### src/rtl/rr_fifo_arbiter.sv
// Round-robin arbiter that drains four input FIFOs into one output FIFO.
// Pop is combinational; the popped word is pushed one cycle later with its grant index.
module rr_fifo_arbiter #(
  parameter int data_width = 10,
  parameter int num_inputs = 4
) (
  input  logic                             clk,
  input  logic                             reset,
  input  logic [num_inputs-1:0]            empty_in,
  input  logic [num_inputs-1:0]            error_in,
  input  logic [num_inputs*data_width-1:0] data_in,
  input  logic                             full_out,
  input  logic                             almost_full_out,
  output logic [num_inputs-1:0]            pop_out,
  output logic                             push_out,
  output logic [data_width-1:0]            data_out,
  output logic [1:0]                       grant_idx,
  output logic [1:0]                       state,
  output logic                             error
);

  typedef enum logic [1:0] {
    IDLE   = 2'b00,
    ACTIVE = 2'b01,
    STALL  = 2'b10,
    ERROR  = 2'b11
  } state_t;

  state_t                state_q;
  state_t                state_d;
  logic [1:0]            rr_ptr;
  logic                  pend;
  logic [num_inputs-1:0] req;
  logic                  stall;
  logic                  pop;
  logic                  found;
  logic                  err_now;
  logic [1:0]            sel;
  logic [1:0]            idx;

  assign state    = state_q;
  assign req      = ~empty_in;
  assign push_out = pend & (state_q != ERROR);
  assign data_out = push_out ? data_in[int'(grant_idx)*data_width +: data_width] : '0;

  // Blocking on almost_full only while a word is being pushed leaves room for the one in flight.
  assign stall = full_out | (almost_full_out & push_out);

  // Round-robin search starting at rr_ptr, wrapping past the top input.
  always_comb begin
    sel   = '0;
    found = 1'b0;
    idx   = '0;
    for (int i = 0; i < num_inputs; i++) begin
      idx = rr_ptr + 2'(i);
      if (!found && req[idx]) begin
        sel   = idx;
        found = 1'b1;
      end
    end
  end

  // Reset gates pop so the input FIFOs are never popped while the arbiter is held.
  always_comb begin
    pop     = (state_q != ERROR) & found & ~stall & ~(|error_in) & ~reset;
    pop_out = pop ? (num_inputs'(1) << sel) : '0;
    err_now = (|error_in) | (|(pop_out & empty_in));
  end

  always_comb begin
    state_d = state_q;
    if (err_now) begin
      state_d = ERROR;
    end else begin
      case (state_q)
        IDLE:    if (found) state_d = stall ? STALL : ACTIVE;
        ACTIVE:  if (!found) state_d = IDLE;
                 else if (stall) state_d = STALL;
        STALL:   if (!stall) state_d = found ? ACTIVE : IDLE;
        default: state_d = ERROR;
      endcase
    end
  end

  always_ff @(posedge clk or posedge reset) begin
    if (reset) begin
      state_q   <= IDLE;
      rr_ptr    <= '0;
      pend      <= 1'b0;
      grant_idx <= '0;
      error     <= 1'b0;
    end else begin
      state_q <= state_d;
      if (err_now) begin
        error <= 1'b1;
        pend  <= 1'b0;
      end else begin
        pend <= pop;
      end
      if (pop) begin
        grant_idx <= sel;
        rr_ptr    <= sel + 2'd1;
      end
    end
  end

endmodule

### config.mk
export PLATFORM = sky130hd
export DESIGN_NAME = rr_fifo_arbiter
export DESIGN_NICKNAME = d
export VERILOG_FILES = /design/src/rtl/rr_fifo_arbiter.sv
export SDC_FILE = /design/constraint.sdc
export NUM_CORES = 1
export LEC_CHECK = 0
export BUFFER_PORTS_ARGS = -buffer_cell sky130_fd_sc_hd__clkbuf_2
export CORE_UTILIZATION = 39
export CTS_CLUSTER_DIAMETER = 120
export CTS_CLUSTER_SIZE = 40
export DETAILED_ROUTE_END_ITERATION = 10
export PLACE_DENSITY = 0.82
export SYNTH_ARGS = -nofsm -noshare
export SYNTH_HDL_FRONTEND = slang
export SYNTH_SLANG_ARGS = --single-unit
### constraint.sdc
create_clock -name clk -period 2.32 [get_ports clk]
set_input_delay 0.464 -clock clk [delete_from_list [all_inputs] [get_ports clk]]
set_output_delay 0.464 -clock clk [all_outputs]
set_load 0.05 [all_outputs]
==> results of run 1 <==
==> worst max-delay path: cells and delay by family, from the launching register on <==
family,cells,cell delay [ps]
flip-flops,1,450
AO/OA/AOI/OAI,2,370
AND/OR/NAND/NOR,2,330
adder cells (fa/ha/maj),1,250
buffers and inverters,1,200
==> layer usage <==
layer,vias to the layer above,wire (um),part of all wire,GRT usage
li1,504,-,-,-
met1,507,1020,0.36,0.236
met2,65,1530,0.54,0.469
met3,6,197,0.070,0.0212
met4,0,65,0.023,0.119
met5,-,0,0,0
==> metrics by stage <==
stage                     hold WS [ps]  utilization  area (um2)
after floorplan                    280            -         907
after global placement             413        0.609        1350
after detailed placement           420        0.609        1350
after CTS                          138        0.641        1420
after global routing               185        0.649        1440
final                              133        0.649        1440
==> cells by family after synthesis <==
| family | synth area share |
|---|---|
| AO/OA/AOI/OAI | 0.159 |
| adder cells (fa/ha/maj) | 0.0552 |
| buffers and inverters | 0.0455 |
| flip-flops | 0.221 |
| multiplexers | 0.277 |
| AND/OR/NAND/NOR | 0.243 |
==> sequential cells by signal (all words and copies together) (netlist names) <==
register / cells
error: 1
state: 2
pend: 1
grant_idx: 2
rr_ptr: 2
==> area by class of cell <==
cell class                 instances  area, um2
tap                               28       35.0
timing repair buffer              81        462
sequential                         8        200
clock buffer                       3       22.5
fill                             196        776
multi-input combinational         67        694
inverter                           6       22.5
==> how the worst max path moves through the flow <==
stage | startpoint | endpoint | slack [ps] | cells past startpoint
after floorplan | grant_idx[0]$_DFFE_PP0N_ | data_out[0] | 60 | 3
after global placement | empty_in[2] | pop_out[1] | 60 | 7
after detailed placement | empty_in[2] | pop_out[3] | -10 | 7
after CTS | rr_ptr[1]$_DFFE_PP0N_ | pop_out[1] | -0.1 | 6
after global routing | rr_ptr[1]$_DFFE_PP0N_ | pop_out[2] | -60 | 7
final | rr_ptr[0]$_DFFE_PP0N_ | pop_out[2] | -0.7 | 6
==> power groups by stage <==
stage	clock (mW)	sequential, mW	combinational (mW)
5_1_grt	0.118	0.141	0.134
3_3_place_gp	0	0.144	0.110
6_report	0.108	0.142	0.124
3_5_place_dp	0	0.144	0.115
4_1_cts	0.111	0.141	0.120
2_1_floorplan	0	0.145	0.0476
==> repair_timing <==
action,CTS,global route
endpoints found under the hold margin,0,0
setup endpoints to repair,4,4
resized for setup,12,5
cloned,0,0
pin swaps,0,2
buffers inserted,0,1
hold buffers,0,0
==> layout by cell type (no fill, tap or decap), types with 2 or more instances in the layout <==
| cell | netlist | final |
|---|---|---|
| a21oi_1 | 3 | 3 |
| a41oi_1 | 2 | 2 |
| and2_2 | 5 | 3 |
| and2_4 | 0 | 2 |
| and3_1 | 11 | 10 |
| buf_4 | 1 | 10 |
| buf_8 | 0 | 2 |
| clkbuf_2 | 0 | 67 |
| clkbuf_4 | 0 | 4 |
| dfrtp_1 | 8 | 8 |
| ha_1 | 4 | 3 |
| inv_1 | 6 | 6 |
| mux2_4 | 1 | 2 |
| mux4_2 | 10 | 10 |
| nand2_1 | 3 | 3 |
| nand3_1 | 3 | 3 |
| nand4_2 | 2 | 2 |
| nor2_1 | 3 | 3 |
==> impl_metrics.json, run 1 <==
{
  "syn_area_per_cell_um2": 10.7,
  "arrival_ps": 1860,
  "run_status": "finished with violations",
  "p_leak_nw": 0.804,
  "min_period_over_period": 1.00,
  "setup-tns-final_ps": -0.741,
  "crit_chain": "o2bb2ai_1 -> a2bb2oi_2 -> nand3_1 -> ha_1 -> and2_2 -> clkbuf_4",
  "fin_cells": 193,
  "die_area_um2": 2520,
  "wirelength_mm": 2.82,
  "finClkSkew_ps": 8.89,
  "synthDistinctLibCells": 34,
  "r2r_setup_slack_ps": 190,
  "fin_ws_ps": -0.741,
  "power.internal_mw": 0.273,
  "first_iter_violations": 18,
  "clkPwrFrac": 0.289,
  "core_area_um2": 2210,
  "synth_top_flop_cell": "dfrtp_1",
  "clk_latency_ps": 260,
  "synth_commonest_cells": "11 x and3_1, 10 x mux4_2, 8 x dfrtp_1",
  "powerDensity_nw_per_um2": 260,
  "cp.required_ps": 1860,
  "max-cap-violations": 0,
  "fin_crit_ps": 2320,
  "setup_viol": 1,
  "dp_cells": 189,
  "synth.area.top_cells": "mux4_2 25%, dfrtp_1 22%, and3_1 7.6%",
  "slowest_delay_ps": 450,
  "drv_slew": 0,
  "grt_pass1_vias": 1048,
  "p_total_mw": 0.373,
  "pwr-share-comb": 0.332,
  "drtPass1Iterations": 7,
  "vias": 1082,
  "path_max_fanout": 5,
  "antenna_left": 0,
  "start_util": 0.410,
  "synth_most_common_cell": "and3_1",
  "max_freq_ghz": 0.431,
  "clockRootBuffer": "clkbuf_4",
  "synth_area_um2": 907,
  "rsz0062_at_grt": "yes",
  "end_kind": "primary output",
  "die_w_um": 50.2,
  "synth_cells": 85,
  "rows": 17,
  "synth_top_area_frac": 0.248,
  "path_class": "register to primary output",
  "grtUsageTotal": 0.236,
  "dp_slack_ps": -11.4,
  "pwr-share-seq": 0.380,
  "cpMaxStageDelayCell": "dfrtp_1",
  "startpoint_type": "register",
  "syn_nets": 141,
  "yosysTopAreaCell": "mux4_2",
  "antenna_found_initial": 0,
  "clockBufferDepth": 2,
  "place_hpwl_mm": 2.31,
  "area_growth_pct": 58.3,
  "antenna_cells": 0,
  "p_sw_frac": 0.267,
  "grt_max_degree": 14,
  "p_switching_mw": 0.0995,
  "clk_pin_slew_ps": 60,
  "cts.sinks": 8,
  "grt.overflow.total": 0,
  "synth-edff-count": 0,
  "wire_per_inst_um": 14.6,
  "slew_headroom": 0.685,
  "die_h_um": 50.2,
  "design.final.nets": 223,
  "place_congestion": 0.836,
  "violations": "DRC, setup timing",
  "r2r_end": "state[1]$_DFFE_PP0P_",
  "tritoncts": "yes",
  "worst_pin_slew_ps": 472,
  "cts_max_level": 1,
  "vdd_ir_drop_max_uv": 180,
  "regToRegStartpoint": "rr_ptr[0]$_DFFE_PP0N_",
  "synth-seq-area-share": 0.221,
  "yosys_warnings": 0,
  "vias_per_cell": 5.61,
  "cts_buffers": 3,
  "ios": 72,
  "drive_gt1_frac": 0.673,
  "ys_ff_latch": 8,
  "finalHoldViolCount": 0,
  "min_path_type": "primary input to asynchronous set/reset pin",
  "portBuffers": 71,
  "async_flop_share": 1.00,
  "grt_pass1_wl_mm": 4.46,
  "reg2regPathDepth": 8,
  "route.detailed.drc": 2
}
(Power assumes the default switching activity.)
==> run 2, diff against run 1 <==
PLACE_DENSITY = 0.84   (was 0.82)
==> impl_metrics.json, run 2 (same netlist as run 1, synthesis figures left out) <==
{
  "die_h_um": 50.2,
  "run_status": "finished with violations",
  "arrival_ps": 1840,
  "die_area_um2": 2520,
  "clockRootBuffer": "clkbuf_4",
  "grt.overflow.total": 0,
  "path_max_fanout": 4,
  "nFillCells": 184,
  "antenna_left": 0,
  "rsz0062_at_grt": "yes",
  "multi_input_area_um2": 726,
  "cts_buffers": 3,
  "setup_viol": 0,
  "ios": 72,
  "powerDensity_nw_per_um2": 253,
  "start_util": 0.410,
  "vdd_ir_drop_max_uv": 190,
  "portBuffers": 71,
  "cp.required_ps": 1860,
  "grt_max_degree": 14,
  "antenna_found_initial": 0,
  "worst_pin_slew_ps": 464,
  "wire_per_inst_um": 14.9,
  "drive_gt1_frac": 0.711,
  "p_leak_nw": 0.820,
  "design.final.nets": 224,
  "core_area_um2": 2210,
  "drtPass1Iterations": 7,
  "wirelength_mm": 2.89,
  "place_congestion": 0.804,
  "tritoncts": "yes",
  "fin_crit_ps": 2300,
  "clk_latency_ps": 250,
  "rows": 17,
  "end_kind": "primary output",
  "grtUsageTotal": 0.244,
  "max_freq_ghz": 0.435,
  "clockBufferDepth": 2,
  "dpl-instance-area_um2": 1350,
  "whs_ps": 144,
  "cts.sinks": 8,
  "vias": 1070,
  "most-common-layout-cells": "67 x clkbuf_2, 11 x buf_4, 10 x mux4_2, 10 x and3_1, 8 x dfrtp_1",
  "area_growth_pct": 64.1,
  "fin_ws_ps": 20.6,
  "die_w_um": 50.2,
  "dp_slack_ps": -25.7,
  "antenna_cells": 0,
  "finalInstanceArea_um2": 1490,
  "min_period_over_period": 0.991,
  "place_hpwl_mm": 2.36,
  "slew_headroom": 0.691,
  "path_class": "register to primary output",
  "route.detailed.drc": 2,
  "setup-tns-final_ps": 0,
  "ff_latch_area_um2": 200,
  "startpoint_type": "register",
  "min_path_type": "primary input to asynchronous set/reset pin",
  "cts_max_level": 1,
  "final_util": 0.673,
  "p_total_mw": 0.377,
  "finClkSkew_ps": 0.649,
  "grt_pass1_wl_mm": 4.69,
  "max-cap-violations": 0,
  "clk_pin_slew_ps": 50,
  "violations": "DRC",
  "finalHoldViolCount": 0,
  "grt_pass1_vias": 1089,
  "vias_per_cell": 5.52,
  "dp_cells": 190,
  "drv_slew": 0,
  "first_iter_violations": 18,
  "final_common_cell": "clkbuf_2",
  "fin_cells": 194
}
-- run 2: worst max-delay path: stages (launching register included) --
cell and delay [ps]:
dfrtp_1 410, mux2_4 220, a2bb2oi_2 220, and3_4 240, ha_2 190, and2_2 160
buf_8 140
-- run 2: cell type report --
class	instances	area share
clock buffer	3	0.0151
multi-input combinational	67	0.487
timing repair buffer	82	0.324
inverter	6	0.0151
sequential	8	0.134
tap	28	0.0235
-- run 2: where the power goes --
group          switching [mW]  leakage (nW)  internal [mW]
Sequential            0.00128        0.0858          0.140
Combinational          0.0526         0.720         0.0759
Clock                  0.0475        0.0138         0.0592
-- run 2: what timing repair did --
item,CTS,global route
setup endpoints to repair,4,4
buffers inserted,0,1
resized for setup,15,11
pin swaps,0,2
hold buffers,0,0
gates cloned,0,0
-- run 2: path summary, 6_finish.rpt --
check | from | to | slack [ps] | depth (start not counted)
worst max register to register | rr_ptr[1]$_DFFE_PP0N_ | state[1]$_DFFE_PP0P_ | 220 | 8
worst min register to register | error$_DFFE_PP0P_ | error$_DFFE_PP0P_ | 500 | 2
min in group clk | error$_DFFE_PP0P_ | error$_DFFE_PP0P_ | 500 | 2
worst max-delay path | rr_ptr[1]$_DFFE_PP0N_ | pop_out[3] | 20 | 6
worst min-delay path | reset | error$_DFFE_PP0P_ | 140 | 2
max in group asynchronous | reset | rr_ptr[1]$_DFFE_PP0N_ | 1940 | 2
-- run 2: routing by layer --
layer  routed length [um]  track usage
met1                 1080        0.251
met2                 1610        0.473
met3                  169       0.0333
met4                   33        0.114
met5                    0            0
==> run 3, diff against run 2 <==
--- a/config.mk
+++ b/config.mk
@@ -7,9 +7,10 @@
 export LEC_CHECK = 0
 export BUFFER_PORTS_ARGS = -buffer_cell sky130_fd_sc_hd__clkbuf_2
+export CORE_ASPECT_RATIO = 0.7
 export CORE_UTILIZATION = 39
 export CTS_CLUSTER_DIAMETER = 120
 export CTS_CLUSTER_SIZE = 40
 export DETAILED_ROUTE_END_ITERATION = 10
-export PLACE_DENSITY = 0.84
+export PLACE_DENSITY = 0.83
 export SYNTH_ARGS = -nofsm -noshare
 export SYNTH_HDL_FRONTEND = slang
==> constraint.sdc (replaced) <==
create_clock -name clk -period 2.32 [get_ports clk]
set_input_delay 0.464 -clock clk [delete_from_list [all_inputs] [get_ports clk]]
set_output_delay 0.464 -clock clk [all_outputs]
set_load 0.005 [all_outputs]
==> impl_metrics.json, run 3 (same netlist as run 1, synthesis figures left out) <==
{
  "final_util": 0.628,
  "clockBufferDepth": 2,
  "cts_max_level": 1,
  "setup-tns-final_ps": 0,
  "antenna_left": 0,
  "arrival_ps": 1780,
  "rows": 14,
  "setup_viol": 0,
  "die_h_um": 42.4,
  "multi_input_area_um2": 679,
  "path_max_fanout": 4,
  "end_kind": "primary output",
  "run_status": "complete, no violations",
  "cp.required_ps": 1860,
  "wirelength_mm": 2.77,
  "die_w_um": 59.6,
  "min_path_type": "primary input to asynchronous set/reset pin",
  "clockRootBuffer": "clkbuf_4",
  "cts_buffers": 3,
  "grt_pass1_wl_mm": 4.70,
  "most-common-layout-cells": "71 x clkbuf_2, 10 x mux4_2, 10 x and3_1",
  "place_hpwl_mm": 2.37,
  "rsz0062_at_grt": "no",
  "fin_crit_ps": 2240,
  "powerDensity_nw_per_um2": 262,
  "clk_latency_ps": 250,
  "slowest_delay_ps": 360,
  "start_util": 0.418,
  "wire_per_inst_um": 14.3,
  "worst_pin_slew_ps": 467,
  "antenna_cells": 0,
  "clkPwrFrac": 0.296,
  "vias_per_cell": 5.37,
  "area_growth_pct": 50.5,
  "crit_chain": "mux2_2 -> a2bb2oi_2 -> and3_4 -> ha_1 -> and2_2 -> clkbuf_2",
  "ff_latch_area_um2": 200,
  "tritoncts": "yes",
  "cpMaxStageDelayCell": "dfrtp_1",
  "cts.sinks": 8,
  "route.detailed.drc": 0,
  "finalHoldViolCount": 0,
  "nFillCells": 192,
  "vias": 1036,
  "die_area_um2": 2530,
  "final_common_cell": "clkbuf_2",
  "p_leak_nw": 0.776,
  "drive_gt1_frac": 0.652,
  "place_congestion": 0.797,
  "min_period_over_period": 0.967,
  "grt_max_degree": 14,
  "pwr-share-seq": 0.396,
  "grt.overflow.total": 0,
  "antenna_found_initial": 0,
  "path_class": "register to primary output",
  "max-cap-violations": 0,
  "p_switching_mw": 0.0921,
  "pwr-share-comb": 0.308,
  "first_iter_violations": 34,
  "design.final.nets": 219,
  "max_freq_ghz": 0.446,
  "core_area_um2": 2170,
  "grt_pass1_vias": 1054,
  "p_sw_frac": 0.258,
  "portBuffers": 71,
  "grtUsageTotal": 0.246,
  "power.internal_mw": 0.265,
  "drv_slew": 0,
  "finClkSkew_ps": 0.946,
  "startpoint_type": "register",
  "clk_pin_slew_ps": 50,
  "ios": 72,
  "drtPass1Iterations": 4,
  "vdd_ir_drop_max_uv": 166,
  "slew_headroom": 0.689
}
[run 3: final cells by class]
cell class,count,area share
clock buffers,3,0.0165
inverters,6,0.0165
multi-input cells,67,0.498
flip-flops and latches,8,0.147
well taps,32,0.0293
repair buffers,77,0.293
[run 3: critical path, delay by kind of cell (launching register included)]
kind            cells  cell delay [ps]
flops               1              360
mux                 1              350
simple gates        2              350
fa+ha+maj           1              200
compound gates      1              150
buf+inv             1              110
[run 3: power groups by stage]
stage          registers (mW)  logic, mW  clock network, mW
6_report                0.141      0.110              0.106
5_1_grt                 0.141      0.122              0.118
4_1_cts                 0.141      0.107              0.108
3_5_place_dp            0.144      0.107                  0
3_3_place_gp            0.144      0.103                  0
2_1_floorplan           0.143     0.0476                  0
[run 3: stage by stage]
stage | hold WS, ps | cells | cell area, um2 | worst slack (ps) | power (mW)
2_1_floorplan | 280 | 85 | 907 | 277 | 0.191
3_3_place_gp | 416 | 190 | 1330 | 81.0 | 0.246
3_5_place_dp | 418 | 190 | 1330 | -42.4 | 0.250
4_1_cts | 150 | 193 | 1350 | 19.2 | 0.357
5_1_grt | 173 | 193 | 1370 | 15.6 | 0.381
6_report | 140 | 193 | 1370 | 75.4 | 0.357
[run 3: layer usage]
layer | GRT usage | wire length [um] | vias to the layer above | part of all wire
li1 | - | - | 497 | -
met1 | 0.305 | 1160 | 505 | 0.42
met2 | 0.404 | 1450 | 28 | 0.52
met3 | 0.0833 | 116 | 6 | 0.042
met4 | 0.0651 | 37 | 0 | 0.013
met5 | 0 | 0 | - | 0
[run 3: repair_timing]
item                       in CTS  in global routing
hold buffers                    0                  0
setup endpoints to repair       0                  7
resized for setup               0                  3
setup buffers                   0                  0
[run 3: path summary, 6_finish.rpt]
check                           cells past startpoint                    end  slack (ps)                   from
worst max-delay path                                6             pop_out[1]          80  rr_ptr[1]$_DFFE_PP0N_
worst min-delay path                                2      error$_DFFE_PP0P_         140                  reset
max in group asynchronous                           2  rr_ptr[1]$_DFFE_PP0N_        1950                  reset
worst max register to register                      7   state[1]$_DFFE_PP0P_         240  rr_ptr[1]$_DFFE_PP0N_
worst min register to register                      2      error$_DFFE_PP0P_         500      error$_DFFE_PP0P_
min in group clk                                    2      error$_DFFE_PP0P_         500      error$_DFFE_PP0P_
